===== src/rtl/mem_port_arbiter_if.sv =====
// Bus bundle between the I/D cache miss paths, the shared memory port and the arbiter.
// The master modport is the arbiter side; slave is the cache/memory environment.
interface mem_port_arbiter_if #(
  parameter int ADDR_W = 28,
  parameter int DATA_W = 128
);
  logic              i_read_i;
  logic [ADDR_W-1:0] i_addr_i;
  logic [DATA_W-1:0] i_rdata_o;
  logic              i_ready_o;
  logic              d_read_i;
  logic              d_write_i;
  logic [ADDR_W-1:0] d_addr_i;
  logic [DATA_W-1:0] d_wdata_i;
  logic [DATA_W-1:0] d_rdata_o;
  logic              d_ready_o;
  logic              mem_read_o;
  logic              mem_write_o;
  logic [ADDR_W-1:0] mem_addr_o;
  logic [DATA_W-1:0] mem_wdata_o;
  logic [DATA_W-1:0] mem_rdata_i;
  logic              mem_ready_i;
  logic              busy_o;

  modport master (
    input  i_read_i, i_addr_i, d_read_i, d_write_i, d_addr_i, d_wdata_i,
           mem_rdata_i, mem_ready_i,
    output i_rdata_o, i_ready_o, d_rdata_o, d_ready_o,
           mem_read_o, mem_write_o, mem_addr_o, mem_wdata_o, busy_o
  );

  modport slave (
    output i_read_i, i_addr_i, d_read_i, d_write_i, d_addr_i, d_wdata_i,
           mem_rdata_i, mem_ready_i,
    input  i_rdata_o, i_ready_o, d_rdata_o, d_ready_o,
           mem_read_o, mem_write_o, mem_addr_o, mem_wdata_o, busy_o
  );
endinterface


===== src/rtl/mem_port_arbiter.sv =====
// Single-outstanding arbiter for the external memory port, D-side priority with
// a starvation bound that forces an I-cache refill after STARVE_LIMIT D grants.
//
// state  | meaning
// IDLE   | arbitrate between I and D requests every cycle
// SERV_D | D-cache read or write-back in flight on the memory port
// SERV_I | I-cache line read in flight on the memory port
// DONE   | one quiet cycle so the served requester can drop its request
module mem_port_arbiter #(
  parameter int ADDR_W       = 28,
  parameter int DATA_W       = 128,
  parameter int STARVE_LIMIT = 4
) (
  input logic                 clk,
  input logic                 rst_n,
  mem_port_arbiter_if.master  bus
);

  localparam int CNT_W = $clog2(STARVE_LIMIT + 1);
  localparam logic [CNT_W-1:0] LIMIT = CNT_W'(STARVE_LIMIT);

  typedef enum logic [1:0] {IDLE, SERV_D, SERV_I, DONE} state_t;

  state_t            state, stateNext;
  logic [CNT_W-1:0]  starveCnt, starveCntNext;
  logic              memRead, memReadNext;
  logic              memWrite, memWriteNext;
  logic [ADDR_W-1:0] memAddr, memAddrNext;
  logic [DATA_W-1:0] memWdata, memWdataNext;
  logic [DATA_W-1:0] iRdata, iRdataNext;
  logic [DATA_W-1:0] dRdata, dRdataNext;
  logic              iReady, iReadyNext;
  logic              dReady, dReadyNext;

  logic dReq, grantD, grantI;

  always_ff @(posedge clk or negedge rst_n) begin
    if (!rst_n) begin
      state     <= IDLE;
      starveCnt <= '0;
      memRead   <= 1'b0;
      memWrite  <= 1'b0;
      memAddr   <= '0;
      memWdata  <= '0;
      iRdata    <= '0;
      dRdata    <= '0;
      iReady    <= 1'b0;
      dReady    <= 1'b0;
    end else begin
      state     <= stateNext;
      starveCnt <= starveCntNext;
      memRead   <= memReadNext;
      memWrite  <= memWriteNext;
      memAddr   <= memAddrNext;
      memWdata  <= memWdataNext;
      iRdata    <= iRdataNext;
      dRdata    <= dRdataNext;
      iReady    <= iReadyNext;
      dReady    <= dReadyNext;
    end
  end

  always_comb begin
    stateNext     = state;
    starveCntNext = starveCnt;
    memReadNext   = memRead;
    memWriteNext  = memWrite;
    memAddrNext   = memAddr;
    memWdataNext  = memWdata;
    iRdataNext    = iRdata;
    dRdataNext    = dRdata;
    iReadyNext    = 1'b0;
    dReadyNext    = 1'b0;

    dReq   = bus.d_read_i | bus.d_write_i;
    grantD = 1'b0;
    grantI = 1'b0;

    case (state)
      IDLE: begin
        grantD = dReq & (!bus.i_read_i | (starveCnt < LIMIT));
        grantI = !grantD & bus.i_read_i;
        if (grantD) begin
          stateNext    = SERV_D;
          memAddrNext  = bus.d_addr_i;
          memWdataNext = bus.d_wdata_i;
          // A simultaneous read and write-back request runs as the write.
          memWriteNext = bus.d_write_i;
          memReadNext  = !bus.d_write_i;
          if (bus.i_read_i && (starveCnt < LIMIT))
            starveCntNext = starveCnt + CNT_W'(1);
        end else if (grantI) begin
          stateNext     = SERV_I;
          memAddrNext   = bus.i_addr_i;
          memReadNext   = 1'b1;
          memWriteNext  = 1'b0;
          starveCntNext = '0;
        end
      end
      SERV_D: begin
        if (bus.mem_ready_i) begin
          stateNext    = DONE;
          memReadNext  = 1'b0;
          memWriteNext = 1'b0;
          dReadyNext   = 1'b1;
          if (memRead)
            dRdataNext = bus.mem_rdata_i;
        end
      end
      SERV_I: begin
        if (bus.mem_ready_i) begin
          stateNext    = DONE;
          memReadNext  = 1'b0;
          memWriteNext = 1'b0;
          iReadyNext   = 1'b1;
          iRdataNext   = bus.mem_rdata_i;
        end
      end
      DONE:    stateNext = IDLE;
      default: stateNext = IDLE;
    endcase
  end

  assign bus.i_rdata_o   = iRdata;
  assign bus.i_ready_o   = iReady;
  assign bus.d_rdata_o   = dRdata;
  assign bus.d_ready_o   = dReady;
  assign bus.mem_read_o  = memRead;
  assign bus.mem_write_o = memWrite;
  assign bus.mem_addr_o  = memAddr;
  assign bus.mem_wdata_o = memWdata;
  assign bus.busy_o      = (state != IDLE);

endmodule


===== src/flat_wrapper.sv =====
// flat-port wrapper written by rule: the top's interface ports become plain ports
module mem_port_arbiter_flat 
#(
  parameter int ADDR_W       = 28,
  parameter int DATA_W       = 128,
  parameter int STARVE_LIMIT = 4
)
  (clk, rst_n, bus_i_read_i, bus_i_addr_i, bus_d_read_i, bus_d_write_i, bus_d_addr_i, bus_d_wdata_i, bus_mem_rdata_i, bus_mem_ready_i, bus_i_rdata_o, bus_i_ready_o, bus_d_rdata_o, bus_d_ready_o, bus_mem_read_o, bus_mem_write_o, bus_mem_addr_o, bus_mem_wdata_o, bus_busy_o);
  mem_port_arbiter_if #(.ADDR_W(ADDR_W), .DATA_W(DATA_W)) bus_i ();
  input logic clk;
  input logic rst_n;
  input wire logic [$bits(bus_i.i_read_i)-1:0] bus_i_read_i;
  input wire logic [$bits(bus_i.i_addr_i)-1:0] bus_i_addr_i;
  input wire logic [$bits(bus_i.d_read_i)-1:0] bus_d_read_i;
  input wire logic [$bits(bus_i.d_write_i)-1:0] bus_d_write_i;
  input wire logic [$bits(bus_i.d_addr_i)-1:0] bus_d_addr_i;
  input wire logic [$bits(bus_i.d_wdata_i)-1:0] bus_d_wdata_i;
  input wire logic [$bits(bus_i.mem_rdata_i)-1:0] bus_mem_rdata_i;
  input wire logic [$bits(bus_i.mem_ready_i)-1:0] bus_mem_ready_i;
  output wire logic [$bits(bus_i.i_rdata_o)-1:0] bus_i_rdata_o;
  output wire logic [$bits(bus_i.i_ready_o)-1:0] bus_i_ready_o;
  output wire logic [$bits(bus_i.d_rdata_o)-1:0] bus_d_rdata_o;
  output wire logic [$bits(bus_i.d_ready_o)-1:0] bus_d_ready_o;
  output wire logic [$bits(bus_i.mem_read_o)-1:0] bus_mem_read_o;
  output wire logic [$bits(bus_i.mem_write_o)-1:0] bus_mem_write_o;
  output wire logic [$bits(bus_i.mem_addr_o)-1:0] bus_mem_addr_o;
  output wire logic [$bits(bus_i.mem_wdata_o)-1:0] bus_mem_wdata_o;
  output wire logic [$bits(bus_i.busy_o)-1:0] bus_busy_o;
  assign bus_i.i_read_i = bus_i_read_i;
  assign bus_i.i_addr_i = bus_i_addr_i;
  assign bus_i.d_read_i = bus_d_read_i;
  assign bus_i.d_write_i = bus_d_write_i;
  assign bus_i.d_addr_i = bus_d_addr_i;
  assign bus_i.d_wdata_i = bus_d_wdata_i;
  assign bus_i.mem_rdata_i = bus_mem_rdata_i;
  assign bus_i.mem_ready_i = bus_mem_ready_i;
  assign bus_i_rdata_o = bus_i.i_rdata_o;
  assign bus_i_ready_o = bus_i.i_ready_o;
  assign bus_d_rdata_o = bus_i.d_rdata_o;
  assign bus_d_ready_o = bus_i.d_ready_o;
  assign bus_mem_read_o = bus_i.mem_read_o;
  assign bus_mem_write_o = bus_i.mem_write_o;
  assign bus_mem_addr_o = bus_i.mem_addr_o;
  assign bus_mem_wdata_o = bus_i.mem_wdata_o;
  assign bus_busy_o = bus_i.busy_o;
  mem_port_arbiter #(.ADDR_W(ADDR_W), .DATA_W(DATA_W), .STARVE_LIMIT(STARVE_LIMIT)) u_core (.clk(clk), .rst_n(rst_n), .bus(bus_i));
endmodule

===== config.mk =====
export PLATFORM = sky130hd
export DESIGN_NAME = mem_port_arbiter_flat
export DESIGN_NICKNAME = d
export VERILOG_FILES = /design/src/rtl/mem_port_arbiter_if.sv /design/src/rtl/mem_port_arbiter.sv /design/src/flat_wrapper.sv
export SDC_FILE = /design/constraint.sdc
export NUM_CORES = 1
export LEC_CHECK = 0
export CORE_AREA = 4 4 284 286
export DETAILED_ROUTE_END_ITERATION = 10
export DIE_AREA = 0 0 288 290
export GPL_TIMING_DRIVEN = 0
export PLACE_DENSITY_LB_ADDON = 0.25
export SLEW_MARGIN = 25
export SYNTH_ARGS = -nofsm -noshare
export SYNTH_HDL_FRONTEND = slang
export SYNTH_SLANG_ARGS = --single-unit

===== constraint.sdc =====
create_clock -name clk -period 2.42 [get_ports clk]
set_input_delay 0.242 -clock clk [delete_from_list [all_inputs] [get_ports clk]]
set_output_delay 0.242 -clock clk [all_outputs]
set_load 0.05 [all_outputs]

==> flow_metrics.py <==
metrics = {
    "critical_path": {
        "worstPathArrival_ns": 2.05,
        "cp_top_family": "buffers and inverters",
        "slowest_delay_ns": 0.62,
        "critPathBufInv": 3,
        "crit_fanout": 7,
        "end_kind": "output port",
        "worstPathRequired_ns": 2.18,
        "critPathKind": "flop to output port",
        "crit_path_start_kind": "flop",
        "crit_slowest_cell": "dlygate4sd2_1",
        "critical_path.cell_chain": "inv_1, ha_1, inv_1, dlygate4sd2_1",
        "critPathMostFrequentCell": "inv_1",
    },
    "die": {
        "initial_core_util": 0.204,
        "fp.dieW_um": 288,
        "ioPinCount": 735,
        "die_h_um": 290,
        "num_rows": 103,
        "dieArea_sq_um": 83500,
        "core_sq_um": 78400,
    },
    "clocking": {
        "cts.clk_slew.worst_paths_ns": 0.05,
        "clk_latency_ns": 0.58,
        "clock_path_buffers": 3,
        "htree_num_levels": 2,
        "cts.sinks": 421,
        "cts_buffers": 50,
        "clockRootBuffer": "clkbuf_16",
        "cts_tree": "built",
    },
    "cells_and_area": {
        "fin_nets": 2095,
        "register_area_sq_um": 10500,
        "multi_input_area_sq_um": 5120,
        "layout-drive-gt1-share": 0.285,
        "area_growth_pct": 65.5,
        "nFillCells": 7777,
    },
    "hold_path": {
        "hold_class": "input port to asynchronous set/reset pin",
    },
    "sta": {
        "maxSlewHeadroom": 0.487,
        "hold_slack_ns": 0.274,
        "setup_viol": 0,
        "timing.fmax_mhz": 437,
        "hold_viol_final": 0,
        "rsz0062_at_grt": "no",
        "skew_ns": 0.0203,
        "min_period_ns": 2.29,
        "tightest_slew_ns": 0.769,
        "setup_tns_ns": 0,
        "final_max_slew_viol_count": 0,
        "min_period_over_period": 0.946,
    },
    "detailed_routing": {
        "drtPass1Iterations": 4,
        "drc": 0,
        "ant_nets": 0,
        "drt_iter0_markers": 304,
        "drt-total-wl_mm": 59.1,
        "routedWlPerCell_um": 20.6,
        "detail_route.vias_per_cell": 3.92,
        "num_vias": 11200,
    },
    "global_routing": {
        "grtUsageTotal": 0.136,
        "grt_pass1_wl_mm": 85.0,
        "grt.overflow.total": 0,
        "grt_max_degree": 89,
        "grt_pass1_vias": 12300,
        "antenna_found_initial": 6,
    },
    "yosys": {
        "syn-mean-instance-area_sq_um": 16.3,
        "syn-cell-area_sq_um": 16000,
        "seq_area_frac_synth": 0.659,
        "synthCells": 980,
        "ys_warn_count": 0,
        "synthDistinctLibCells": 23,
        "ys_ff_latch": 421,
        "syn_nets": 1304,
    },
    "place": {
        "dpl.hpwl_mm": 46.8,
        "io_buffers": 733,
        "gp_congestion": 0.777,
    },
    "outcome": {
        "status": "finished clean",
    },
    "job": {
        "drv_cap": 0,
    },
}
[registers in the layout, summed over array words and instances (netlist names)]
name	flops
u_core.bus.d_rdata_o	128
u_core.bus.d_ready_o	1
u_core.bus.i_rdata_o	128
u_core.bus.i_ready_o	1
u_core.bus.mem_addr_o	28
u_core.bus.mem_read_o	1
u_core.bus.mem_wdata_o	128
u_core.bus.mem_write_o	1
u_core.starveCnt	3
u_core.state	2
[cell families after synthesis]
| family | Yosys count | share of synthesized area |
|---|---|---|
| adders and majority gates | 6 | 0.00469 |
| muxes | 417 | 0.291 |
| AOI/OAI and AO/OA | 37 | 0.0133 |
| and+or+nand+nor | 43 | 0.0110 |
| buffers and inverters | 56 | 0.0211 |
| DFF | 421 | 0.659 |
[path summary, 6_finish.rpt]
path / to / slack [ns] / from / cells after the start
max: bus_busy_o / 0.13 / u_core.state[0]$_DFFE_PN0P_ / 4
min: u_core.bus.mem_wdata_o[65]$_DFFE_PN0P_ / 0.27 / rst_n / 2
max reg2reg: u_core.bus.d_rdata_o[8]$_DFFE_PN0P_ / 0.21 / u_core.state[1]$_DFFE_PN0P_ / 7
min reg2reg: u_core.bus.mem_addr_o[19]$_DFFE_PN0P_ / 0.48 / u_core.bus.mem_addr_o[19]$_DFFE_PN0P_ / 2
max in group asynchronous: u_core.bus.mem_addr_o[5]$_DFFE_PN0P_ / 0.78 / rst_n / 4
min in group clk: u_core.bus.mem_wdata_o[2]$_DFFE_PN0P_ / 0.27 / bus_d_wdata_i[2] / 2
[per-layer routing]
metal | track usage | vias up | part of all wire
li1 | - | 5045 | -
met1 | 0.142 | 5676 | 0.35
met2 | 0.258 | 428 | 0.54
met3 | 0.0480 | 75 | 0.087
met4 | 0.0330 | 2 | 0.019
met5 | 0 | - | 0.00019
[cells in the mapped netlist]
cell type  count  area share
nor4b_1        1     0.00055
ha_1           6      0.0047
nor2_1         3     0.00070
inv_1          4     0.00094
buf_2         27      0.0084
mux2i_1       30       0.019
o21ai_0       30      0.0094
o31ai_1        1     0.00047
nand3_1        1     0.00031
dfrtp_1      421        0.66
and3b_1        1     0.00055
buf_6         12      0.0084
buf_1          5      0.0012
clkinv_1       1     0.00023
a21oi_1        3     0.00094
a2bb2oi_4      1      0.0016
mux2_2       387        0.27
a31oi_1        1     0.00039
a211oi_1       1     0.00047
nand2_1       36      0.0084
buf_4          1     0.00047
clkbuf_1       6      0.0014
and2_1         1     0.00039
[timing repair]
action | in CTS | in global routing
cloned | 0 | 0
resized for setup | 5 | 2
endpoints found under the hold margin | 85 | 0
hold buffers | 2 | 0
buffers inserted | 0 | 0
endpoints found under the setup margin | 155 | 10
[final cells by class]
| class | instances | area share |
|---|---|---|
| clock inverters | 16 | 0.00747 |
| flip-flops and latches | 421 | 0.398 |
| inverters | 5 | 0.000709 |
| plain buffers | 51 | 0.0124 |
| clock buffers | 75 | 0.0558 |
| multi-input cells | 503 | 0.194 |
| diodes | 4 | 0.000378 |
| well taps | 1050 | 0.0496 |
| repair buffers | 739 | 0.282 |
[cell usage in the layout (no fill, tap or decap), drive strengths merged, types with 2 or more instances in the layout]
master,instances
a21oi,3
buf,49
bufinv,4
clkbuf,82
clkdlybuf4s50,731
clkinv,9
dfrtp,421
diode,4
dlygate4sd3,2
ha,6
inv,7
mux2,387
mux2i,30
nand2,36
nor2,3
o21ai,30
[metrics by stage]
stage / instance area (sq um) / instances / util / worst slack (ns)
global placement: 24600 / 2763 / 0.315 / -17.95
detailed placement: 24800 / 2767 / 0.316 / -0.638
floorplan: 16000 / 980 / - / 0.641
CTS: 26500 / 2860 / 0.338 / 0.0179
finish: 26500 / 2864 / 0.338 / 0.131
global route: 26500 / 2863 / 0.338 / 0.00436
Power is not shown: default switching activity piles up to over one toggle a cycle in this logic, so the estimate is an artifact.
==> edit, RTL diff (config.mk and constraints unchanged) <==
`ADDR_W` is set to 28 in 3 places; all go to 20.
--- a/src/rtl/mem_port_arbiter_if.sv
+++ b/src/rtl/mem_port_arbiter_if.sv
@@ -3,3 +3,3 @@
 interface mem_port_arbiter_if #(
-  parameter int ADDR_W = 28,
+  parameter int ADDR_W = 20,
   parameter int DATA_W = 128
--- a/src/rtl/mem_port_arbiter.sv
+++ b/src/rtl/mem_port_arbiter.sv
@@ -9,3 +9,3 @@
 module mem_port_arbiter #(
-  parameter int ADDR_W       = 28,
+  parameter int ADDR_W       = 20,
   parameter int DATA_W       = 128,
--- a/src/flat_wrapper.sv
+++ b/src/flat_wrapper.sv
@@ -3,3 +3,3 @@
 #(
-  parameter int ADDR_W       = 28,
+  parameter int ADDR_W       = 20,
   parameter int DATA_W       = 128,
Interface: changed (resized bus_d_addr_i, bus_i_addr_i and bus_mem_addr_o); port bits go from 735 to 711. No check against the original RTL was run, so the function may have changed too.
==> edit against the unedited design <==
- maximum frequency is 1.3% higher
- non-clock buffer count fell by 27
- routed wire length decreased by 5.5%
- worst setup slack improved by 0.029 ns
- cell area is 3.1% lower
- area after synthesis decreased by 2.3%
- cell count decreased by 2.4%
- sequential cell count is 8 lower
- critical endpoint is now u_core.bus.d_rdata_o[7]
Power is left out: the tool's default activity adds up to more than one toggle a clock period on the data nets, which glitch-free logic cannot reach.
==> edit: results <==
export IMPL_status="completed"
export IMPL_ys_types=22
export IMPL_worstPathArrival_ns=2.71
export IMPL_synth_area_mux_share_pct=29.3
export IMPL_skew_ns=0.0156
export IMPL_port_buffers=709
export IMPL_drtIter0Drc=226
export IMPL_hpwl_um=43900
export IMPL_ys_seq_area_share_pct=66.1
export IMPL_synth_compound_area_share_pct=1.10
export IMPL_synthTopCellsByArea="dfrtp_1 66%, mux2_2 28%, mux2i_1 1.4%, buf_6 0.86%, buf_2 0.77%"
export IMPL_synthesis_nets=1253
export IMPL_globalplace_congestion=0.824
export IMPL_antenna_found_initial=9
export IMPL_cp_slowest_cell="buf_2"
export IMPL_num_vias=10800
export IMPL_grt_pass1_vias=12000
export IMPL_place_area_sq_um=24200
export IMPL_fill_cells=7844
export IMPL_syn_mean_instance_area_sq_um=16.5
export IMPL_drive_gt1_share_pct=28.9
export IMPL_wl_per_cell_um=20.0
export IMPL_worst_pin_slew_ns=0.781
export IMPL_placedCellCount=2709
export IMPL_min_path_type="in2reg"
export IMPL_max_stage_delay_ns=0.42
export IMPL_period_minus_slack_ns=2.26
export IMPL_path_max_fanout=10
-- edit: final timing paths --
path | startpoint | to | slack, ns
max | u_core.state[1] | u_core.bus.d_rdata_o[7] | 0.16
min | bus_i_read_i | u_core.starveCnt[0] | 0.05
max reg2reg | u_core.state[1] | u_core.bus.d_rdata_o[7] | 0.16
min reg2reg | u_core.bus.mem_addr_o[5] | u_core.bus.mem_addr_o[5] | 0.48
max in group asynchronous | rst_n | u_core.bus.i_rdata_o[53] | 0.81
min in group asynchronous | rst_n | u_core.bus.d_rdata_o[82] | 0.17
-- edit: per-layer routing --
| layer | up-vias | track usage, % | part of all wire, % |
|---|---|---|---|
| li1 | 4884 | - | - |
| met1 | 5460 | 13.6 | 36 |
| met2 | 373 | 23.9 | 54 |
| met3 | 82 | 4.00 | 7.4 |
| met4 | 0 | 4.77 | 3.0 |
| met5 | - | 0 | 0 |
-- edit: cells by family after synthesis --
group | after synthesis
mux | 409
flops | 413
buf+inv | 53
fa+ha+maj | 6
compound gates | 29
simple gates | 35
-- edit: final cells by class --
type	count	area (sq um)	share of cell area, %
diodes	10	25.0	0.0976
plain buffers	48	310	1.21
clock buffers	62	1300	5.08
clock inverters	13	110	0.429
inverters	5	18.8	0.0732
multi-input cells	479	4980	19.4
flip-flops and latches	413	10300	40.3
well taps	1050	1310	5.12
repair buffers	715	7250	28.3
-- edit: repair_timing --
item,4_1_cts,5_1_grt
buffers inserted,0,0
endpoints found under the setup margin,130,56
gates resized for setup,3,4
hold buffers,1,0
endpoints found under the hold margin,155,0
-- edit: worst max-delay path: cells and delay by family (launching register included) --
| kind | cells | cell delay, ns |
|---|---|---|
| fa+ha+maj | 1 | 0.18 |
| mux | 1 | 0.38 |
| buf+inv | 3 | 0.93 |
| simple gates | 2 | 0.24 |
| flops | 1 | 0.39 |
